===== config.mk =====
export PLATFORM = sky130hd
export DESIGN_NAME = screen_wr_sched
export DESIGN_NICKNAME = d
export VERILOG_FILES = /design/src/rtl/screen_wr_sched.sv
export SDC_FILE = /design/constraint.sdc
export NUM_CORES = 1
export LEC_CHECK = 0
export CAP_MARGIN = 10
export CORE_MARGIN = 3
export CORE_UTILIZATION = 55
export CTS_CLUSTER_DIAMETER = 30
export DETAILED_ROUTE_END_ITERATION = 16
export PLACE_DENSITY = 0.86
export SETUP_SLACK_MARGIN = 0.15
export SYNTH_ARGS = -nofsm -noshare
export SYNTH_HDL_FRONTEND = slang
export SYNTH_SLANG_ARGS = --single-unit

===== constraint.sdc =====
create_clock -name clk -period 3.6 [get_ports clk]
set_clock_uncertainty 0.2 [all_clocks]
set_input_delay 0.72 -clock clk [delete_from_list [all_inputs] [get_ports clk]]
set_output_delay 0.72 -clock clk [all_outputs]
set_load 0.02 [all_outputs]

===== src/rtl/screen_wr_sched.sv =====
// Screen RAM write-port scheduler: merges a CPU write FIFO and a linear fill
// engine onto one RAM write port, one slot per clock, CPU bursts capped during fills.
module screen_wr_sched #(
    parameter int ADDR_W     = 16,
    parameter int DATA_W     = 8,
    parameter int FIFO_DEPTH = 4,
    parameter int CPU_BURST  = 4
) (
    input  logic              clk,
    input  logic              rst_n,
    input  logic              cpu_wr_req,
    input  logic [ADDR_W-1:0] cpu_wr_addr,
    input  logic [DATA_W-1:0] cpu_wr_data,
    output logic              cpu_full,
    output logic              cpu_ovf,
    input  logic              cpu_ovf_clr,
    input  logic              fill_start,
    input  logic [ADDR_W-1:0] fill_base,
    input  logic [ADDR_W-1:0] fill_len,
    input  logic [DATA_W-1:0] fill_val,
    output logic              fill_busy,
    output logic              fill_done,
    output logic [ADDR_W-1:0] ram_wraddr,
    output logic [DATA_W-1:0] ram_data,
    output logic              ram_wren
);

    localparam int PTR_W = (FIFO_DEPTH > 1) ? $clog2(FIFO_DEPTH) : 1;
    localparam int CNT_W = PTR_W + 1;
    localparam int BST_W = $clog2(CPU_BURST + 1);
    localparam logic [CNT_W-1:0] DEPTH_C = CNT_W'(FIFO_DEPTH);
    localparam logic [BST_W-1:0] BURST_C = BST_W'(CPU_BURST);

    typedef enum logic [1:0] {ST_IDLE, ST_CPU, ST_FILL} state_t;

    logic [ADDR_W-1:0] r_mem_addr [FIFO_DEPTH];
    logic [DATA_W-1:0] r_mem_data [FIFO_DEPTH];
    logic [PTR_W-1:0]  r_wr_ptr, r_rd_ptr;
    logic [CNT_W-1:0]  r_cnt;
    logic              r_full, r_ovf;

    state_t            r_state;
    logic [BST_W-1:0]  r_burst;
    logic              r_wren;
    logic [ADDR_W-1:0] r_wraddr;
    logic [DATA_W-1:0] r_data;

    logic              r_fill_busy, r_fill_done;
    logic [ADDR_W-1:0] r_fill_addr, r_fill_rem;
    logic [DATA_W-1:0] r_fill_val;

    logic              w_push, w_drop, w_empty, w_fill_act;
    logic              w_issue_cpu, w_issue_fill;
    state_t            w_state_nxt;
    logic [CNT_W-1:0]  w_cnt_nxt;

    assign w_push     = cpu_wr_req && !r_full;
    assign w_drop     = cpu_wr_req && r_full;
    assign w_empty    = (r_cnt == '0);
    // Busy stays high through the cycle the last word is presented; no slots then.
    assign w_fill_act = r_fill_busy && (r_fill_rem != '0);

    always_comb begin
        w_issue_cpu  = 1'b0;
        w_issue_fill = 1'b0;
        w_state_nxt  = ST_IDLE;
        case (r_state)
            ST_CPU: begin
                if (w_fill_act && (r_burst == BURST_C)) w_issue_fill = 1'b1;
                else if (!w_empty)                      w_issue_cpu  = 1'b1;
                else if (w_fill_act)                    w_issue_fill = 1'b1;
            end
            default: begin
                if (!w_empty)        w_issue_cpu  = 1'b1;
                else if (w_fill_act) w_issue_fill = 1'b1;
            end
        endcase
        if (w_issue_cpu)       w_state_nxt = ST_CPU;
        else if (w_issue_fill) w_state_nxt = ST_FILL;
    end

    always_comb begin
        w_cnt_nxt = r_cnt;
        if (w_push && !w_issue_cpu)      w_cnt_nxt = r_cnt + CNT_W'(1);
        else if (!w_push && w_issue_cpu) w_cnt_nxt = r_cnt - CNT_W'(1);
    end

    always_ff @(posedge clk) begin
        if (w_push) begin
            r_mem_addr[r_wr_ptr] <= cpu_wr_addr;
            r_mem_data[r_wr_ptr] <= cpu_wr_data;
        end
    end

    always_ff @(posedge clk or negedge rst_n) begin
        if (!rst_n) begin
            r_wr_ptr <= '0;
            r_rd_ptr <= '0;
            r_cnt    <= '0;
            r_full   <= 1'b0;
            r_ovf    <= 1'b0;
        end else begin
            if (w_push)      r_wr_ptr <= r_wr_ptr + PTR_W'(1);
            if (w_issue_cpu) r_rd_ptr <= r_rd_ptr + PTR_W'(1);
            r_cnt  <= w_cnt_nxt;
            r_full <= (w_cnt_nxt == DEPTH_C);
            if (w_drop)           r_ovf <= 1'b1;
            else if (cpu_ovf_clr) r_ovf <= 1'b0;
        end
    end

    always_ff @(posedge clk or negedge rst_n) begin
        if (!rst_n) begin
            r_state  <= ST_IDLE;
            r_burst  <= '0;
            r_wren   <= 1'b0;
            r_wraddr <= '0;
            r_data   <= '0;
        end else begin
            r_state <= w_state_nxt;
            if (w_empty || !w_fill_act || w_issue_fill) r_burst <= '0;
            else if (w_issue_cpu)                       r_burst <= r_burst + BST_W'(1);
            r_wren <= w_issue_cpu || w_issue_fill;
            if (w_issue_cpu) begin
                r_wraddr <= r_mem_addr[r_rd_ptr];
                r_data   <= r_mem_data[r_rd_ptr];
            end else if (w_issue_fill) begin
                r_wraddr <= r_fill_addr;
                r_data   <= r_fill_val;
            end
        end
    end

    always_ff @(posedge clk or negedge rst_n) begin
        if (!rst_n) begin
            r_fill_busy <= 1'b0;
            r_fill_done <= 1'b0;
            r_fill_addr <= '0;
            r_fill_rem  <= '0;
            r_fill_val  <= '0;
        end else begin
            r_fill_done <= 1'b0;
            if (r_fill_busy) begin
                if (r_fill_rem == '0) begin
                    r_fill_busy <= 1'b0;
                    r_fill_done <= 1'b1;
                end else if (w_issue_fill) begin
                    r_fill_addr <= r_fill_addr + ADDR_W'(1);
                    r_fill_rem  <= r_fill_rem - ADDR_W'(1);
                end
            end else if (fill_start) begin
                if (fill_len == '0) begin
                    r_fill_done <= 1'b1;
                end else begin
                    r_fill_busy <= 1'b1;
                    r_fill_addr <= fill_base;
                    r_fill_rem  <= fill_len;
                    r_fill_val  <= fill_val;
                end
            end
        end
    end

    assign cpu_full   = r_full;
    assign cpu_ovf    = r_ovf;
    assign fill_busy  = r_fill_busy;
    assign fill_done  = r_fill_done;
    assign ram_wren   = r_wren;
    assign ram_wraddr = r_wraddr;
    assign ram_data   = r_data;

endmodule

==> flow_metrics.env <==
export IMPL_status="finished clean"
export IMPL_clock_tree_buffer_depth=2
export IMPL_placed_wire_length_estimate_after_detailed_placement_um=12450
export IMPL_rsz0062_at_grt="no"
export IMPL_post_drt_via_cell_ratio=6.333
export IMPL_synth_seq_cells=177
export IMPL_source_to_sink_clock_delay_at_the_later_pin_of_the_worst_skew_pair_ns=0.43
export IMPL_synth_seq_area_share_pct=61.17
export IMPL_clkTransAtPathRegs_ns=0.07
export IMPL_leakage_nw=3.742
export IMPL_setup_total_negative_slack_ns=0
export IMPL_initial_utilization_pct=56.94
export IMPL_grt_start_max_net_pins=82
export IMPL_yosys_most_used_dff="sky130_fd_sc_hd__edfxtp_1"
export IMPL_postLayoutCellArea_sq_mm=0.009712
export IMPL_post_route_period_util_pct=82.79
export IMPL_ir_drop_mv=0.4751
export IMPL_syn_cell_area_sq_mm=0.008026
export IMPL_power_density_mw_per_mm2=781.1
export IMPL_area_growth_syn_to_layout_pct=21.00
export IMPL_tritonroute_pass_1_iters=5
export IMPL_max_slew_margin_rel_pct=28.35
export IMPL_cts_made_buffers=17
export IMPL_routed_via_count=5655
export IMPL_drv_cap=0
export IMPL_finalSetupViolCount=0
export IMPL_postCtsResizedCells=0
export IMPL_post_cts_hold_fix_bufs=0
export IMPL_die_area_sq_mm=0.01608
export IMPL_synth_fp_nets=683
export IMPL_async_reset_ff_share_pct=45.76
export IMPL_synth_enable_flop_cells=96
export IMPL_finalCoreUtilization_pct=68.90
export IMPL_finalHoldViolCount=0
export IMPL_drt_wl_cell_um=21.43
export IMPL_cts_root_buffer_cell="sky130_fd_sc_hd__clkbuf_16"
export IMPL_overall_global_routing_usage_pct=24.47
export IMPL_warning_count_from_the_yosys_run=0
export IMPL_drv_slew=0
export IMPL_ant_nets=0
export IMPL_ctsHtreeMaxLevel=4
export IMPL_post_layout_nonfiller_instances=893
export IMPL_layout_cells_most_common_list="sky130_fd_sc_hd__clkdlybuf4s50_1 (96), sky130_fd_sc_hd__edfxtp_1 (96), sky130_fd_sc_hd__dfrtp_1 (81)"
export IMPL_postPlaceCellArea_sq_mm=0.009145
export IMPL_tritoncts="yes"
export IMPL_yosysUniqueCellTypes=65
export IMPL_nets=780
export IMPL_core_area_sq_mm=0.01410
export IMPL_worst_hold_margin_ns=0.2613
export IMPL_first_iter_violations=581
export IMPL_synth_area_leaders="sky130_fd_sc_hd__edfxtp_1 (36%), sky130_fd_sc_hd__dfrtp_1 (25%), sky130_fd_sc_hd__mux4_2 (6.7%), sky130_fd_sc_hd__mux2i_1 (3.4%), sky130_fd_sc_hd__nand2_1 (2.3%)"
export IMPL_antenna_diode_count=0
export IMPL_die_height_um=126.8
export IMPL_cts_sinks=177
export IMPL_first_pass_grt_wire_length_um=30440
export IMPL_number_of_cells_produced_by_synthesis=603
export IMPL_kind_of_end_point_of_the_critical_path="flop"
export IMPL_crit_required_ns=3.70
export IMPL_dieWidth_um=126.8
export IMPL_overflow=0
export IMPL_io_pins=98
export IMPL_final_period_minus_worst_setup_slack_ns=2.980
export IMPL_syn_mean_instance_area_sq_um=13.31
export IMPL_drc=0
export IMPL_first_global_vias=5722
export IMPL_critical_path_class="flop to flop"
export IMPL_floorplan_rows=43
export IMPL_aggregate_routed_wire_length_um=19140
export IMPL_worst_path_max_fanout=22
export IMPL_hold_path_class="input pin to async pin"
export IMPL_worstMarginPinSlew_ns=1.075
export IMPL_clock_fmax_ghz=0.3355
export IMPL_number_of_buffer_cells_added_on_primary_ports=97
export IMPL_timing_critical_path_from_type="flop"
export IMPL_place_inst=861
export IMPL_layout_drive_gt1_share_pct=12.90
export IMPL_number_of_post_cts_setup_repair_buffers=0
export IMPL_globalplace_congestion=0.9240
export IMPL_most_area_hungry_cell_type_in_the_yosys_netlist="sky130_fd_sc_hd__edfxtp_1"
export IMPL_post_synth_top_area_fraction_pct=35.92
export IMPL_critical_path_arrival_ns=3.08
export IMPL_grt_antenna_before_repair=0
-- cells in the mapped netlist, types with 5 or more instances --
cell type	n
sky130_fd_sc_hd__inv_1	20
sky130_fd_sc_hd__edfxtp_1	96
sky130_fd_sc_hd__a21oi_1	31
sky130_fd_sc_hd__nand3_1	18
sky130_fd_sc_hd__nor3_1	37
sky130_fd_sc_hd__and3_1	6
sky130_fd_sc_hd__o32ai_1	6
sky130_fd_sc_hd__nor4_1	10
sky130_fd_sc_hd__ha_1	11
sky130_fd_sc_hd__a32oi_1	5
sky130_fd_sc_hd__nand2_1	50
sky130_fd_sc_hd__a211o_1	10
sky130_fd_sc_hd__mux2i_1	27
sky130_fd_sc_hd__a21o_1	5
sky130_fd_sc_hd__nand4_1	8
sky130_fd_sc_hd__dfrtp_1	81
sky130_fd_sc_hd__mux4_2	24
sky130_fd_sc_hd__clkbuf_1	17
sky130_fd_sc_hd__buf_2	10
sky130_fd_sc_hd__and2_1	7
sky130_fd_sc_hd__o21ai_0	16
sky130_fd_sc_hd__nor2_1	21
sky130_fd_sc_hd__xnor2_1	6
-- where the power goes --
| part | total (mW) | internal, mW | switching, mW |
|---|---|---|---|
| Clock | 1.76 | 0.915 | 0.844 |
| Combinational | 2.78 | 1.30 | 1.49 |
| Sequential | 3.04 | 2.67 | 0.371 |
-- registers in the layout, indices dropped and copies added (netlist names), 3 cells and up --
register / flops
r_cnt: 3
ram_data: 8
r_fill_addr: 16
r_fill_val: 8
r_burst: 3
r_mem_addr: 64
ram_wraddr: 16
r_mem_data: 32
r_fill_rem: 16
-- logic make-up after synthesis --
| logic type | synth area share, % |
|---|---|
| AND/OR/NAND/NOR | 12.02 |
| flip-flops | 61.17 |
| AO/OA/AOI/OAI | 10.40 |
| buffers and inverters | 3.803 |
| multiplexers | 10.24 |
| adder cells (fa/ha/maj) | 1.715 |
| XOR/XNOR | 0.6547 |
-- path summary, 6_finish.rpt --
path	start	to	slack (ns)	cells past startpoint
worst max-delay path	r_fill_rem[0]$_DFFE_PN0P_	ram_data[6]$_DFFE_PN0P_	0.62	9
worst min-delay path	rst_n	cpu_ovf$_DFFE_PN0P_	0.26	1
worst max register to register	r_fill_rem[0]$_DFFE_PN0P_	ram_data[6]$_DFFE_PN0P_	0.62	9
worst min register to register	r_burst[0]$_DFFE_PN0P_	r_burst[0]$_DFFE_PN0P_	0.26	1
max in group asynchronous	rst_n	ram_wraddr[6]$_DFFE_PN0P_	2.24	1
min in group clk	r_burst[0]$_DFFE_PN0P_	r_burst[0]$_DFFE_PN0P_	0.26	1
-- worst max-delay path, stage by stage (launching register included) --
cell                       delay (ns)
sky130_fd_sc_hd__dfrtp_1         0.41
sky130_fd_sc_hd__inv_1           0.09
sky130_fd_sc_hd__ha_1            0.20
sky130_fd_sc_hd__nor3b_4         0.36
sky130_fd_sc_hd__nand4_4         0.25
sky130_fd_sc_hd__o21a_4          0.30
sky130_fd_sc_hd__clkinv_2        0.38
sky130_fd_sc_hd__buf_4           0.29
sky130_fd_sc_hd__mux2i_1         0.23
sky130_fd_sc_hd__a21oi_1         0.11
-- per-stage QoR --
step	power [mW]	setup slack [ns]
3_5_place_dp	5.842	0.4549
4_1_cts	7.616	0.6486
3_3_place_gp	5.717	0.5275
6_report	7.586	0.6197
5_1_grt	7.985	0.4837
2_1_floorplan	4.946	1.128
-- final cells by class --
| class | count | area (sq um) |
|---|---|---|
| clock inverter | 15 | 141.4 |
| fill | 959 | 4384 |
| tap | 180 | 225.2 |
| inverter | 22 | 83.83 |
| timing repair buffer | 115 | 1104 |
| sequential | 177 | 4910 |
| clock buffer | 17 | 425.4 |
| multi-input combinational | 367 | 2823 |
-- routing by layer --
layer,track usage [%],routed length (um)
met3,5.979,1356
met1,31.78,7641
met5,0,0
met4,8.076,325
met2,40.85,9814
Note: power is estimated with default switching activity, not from simulation.
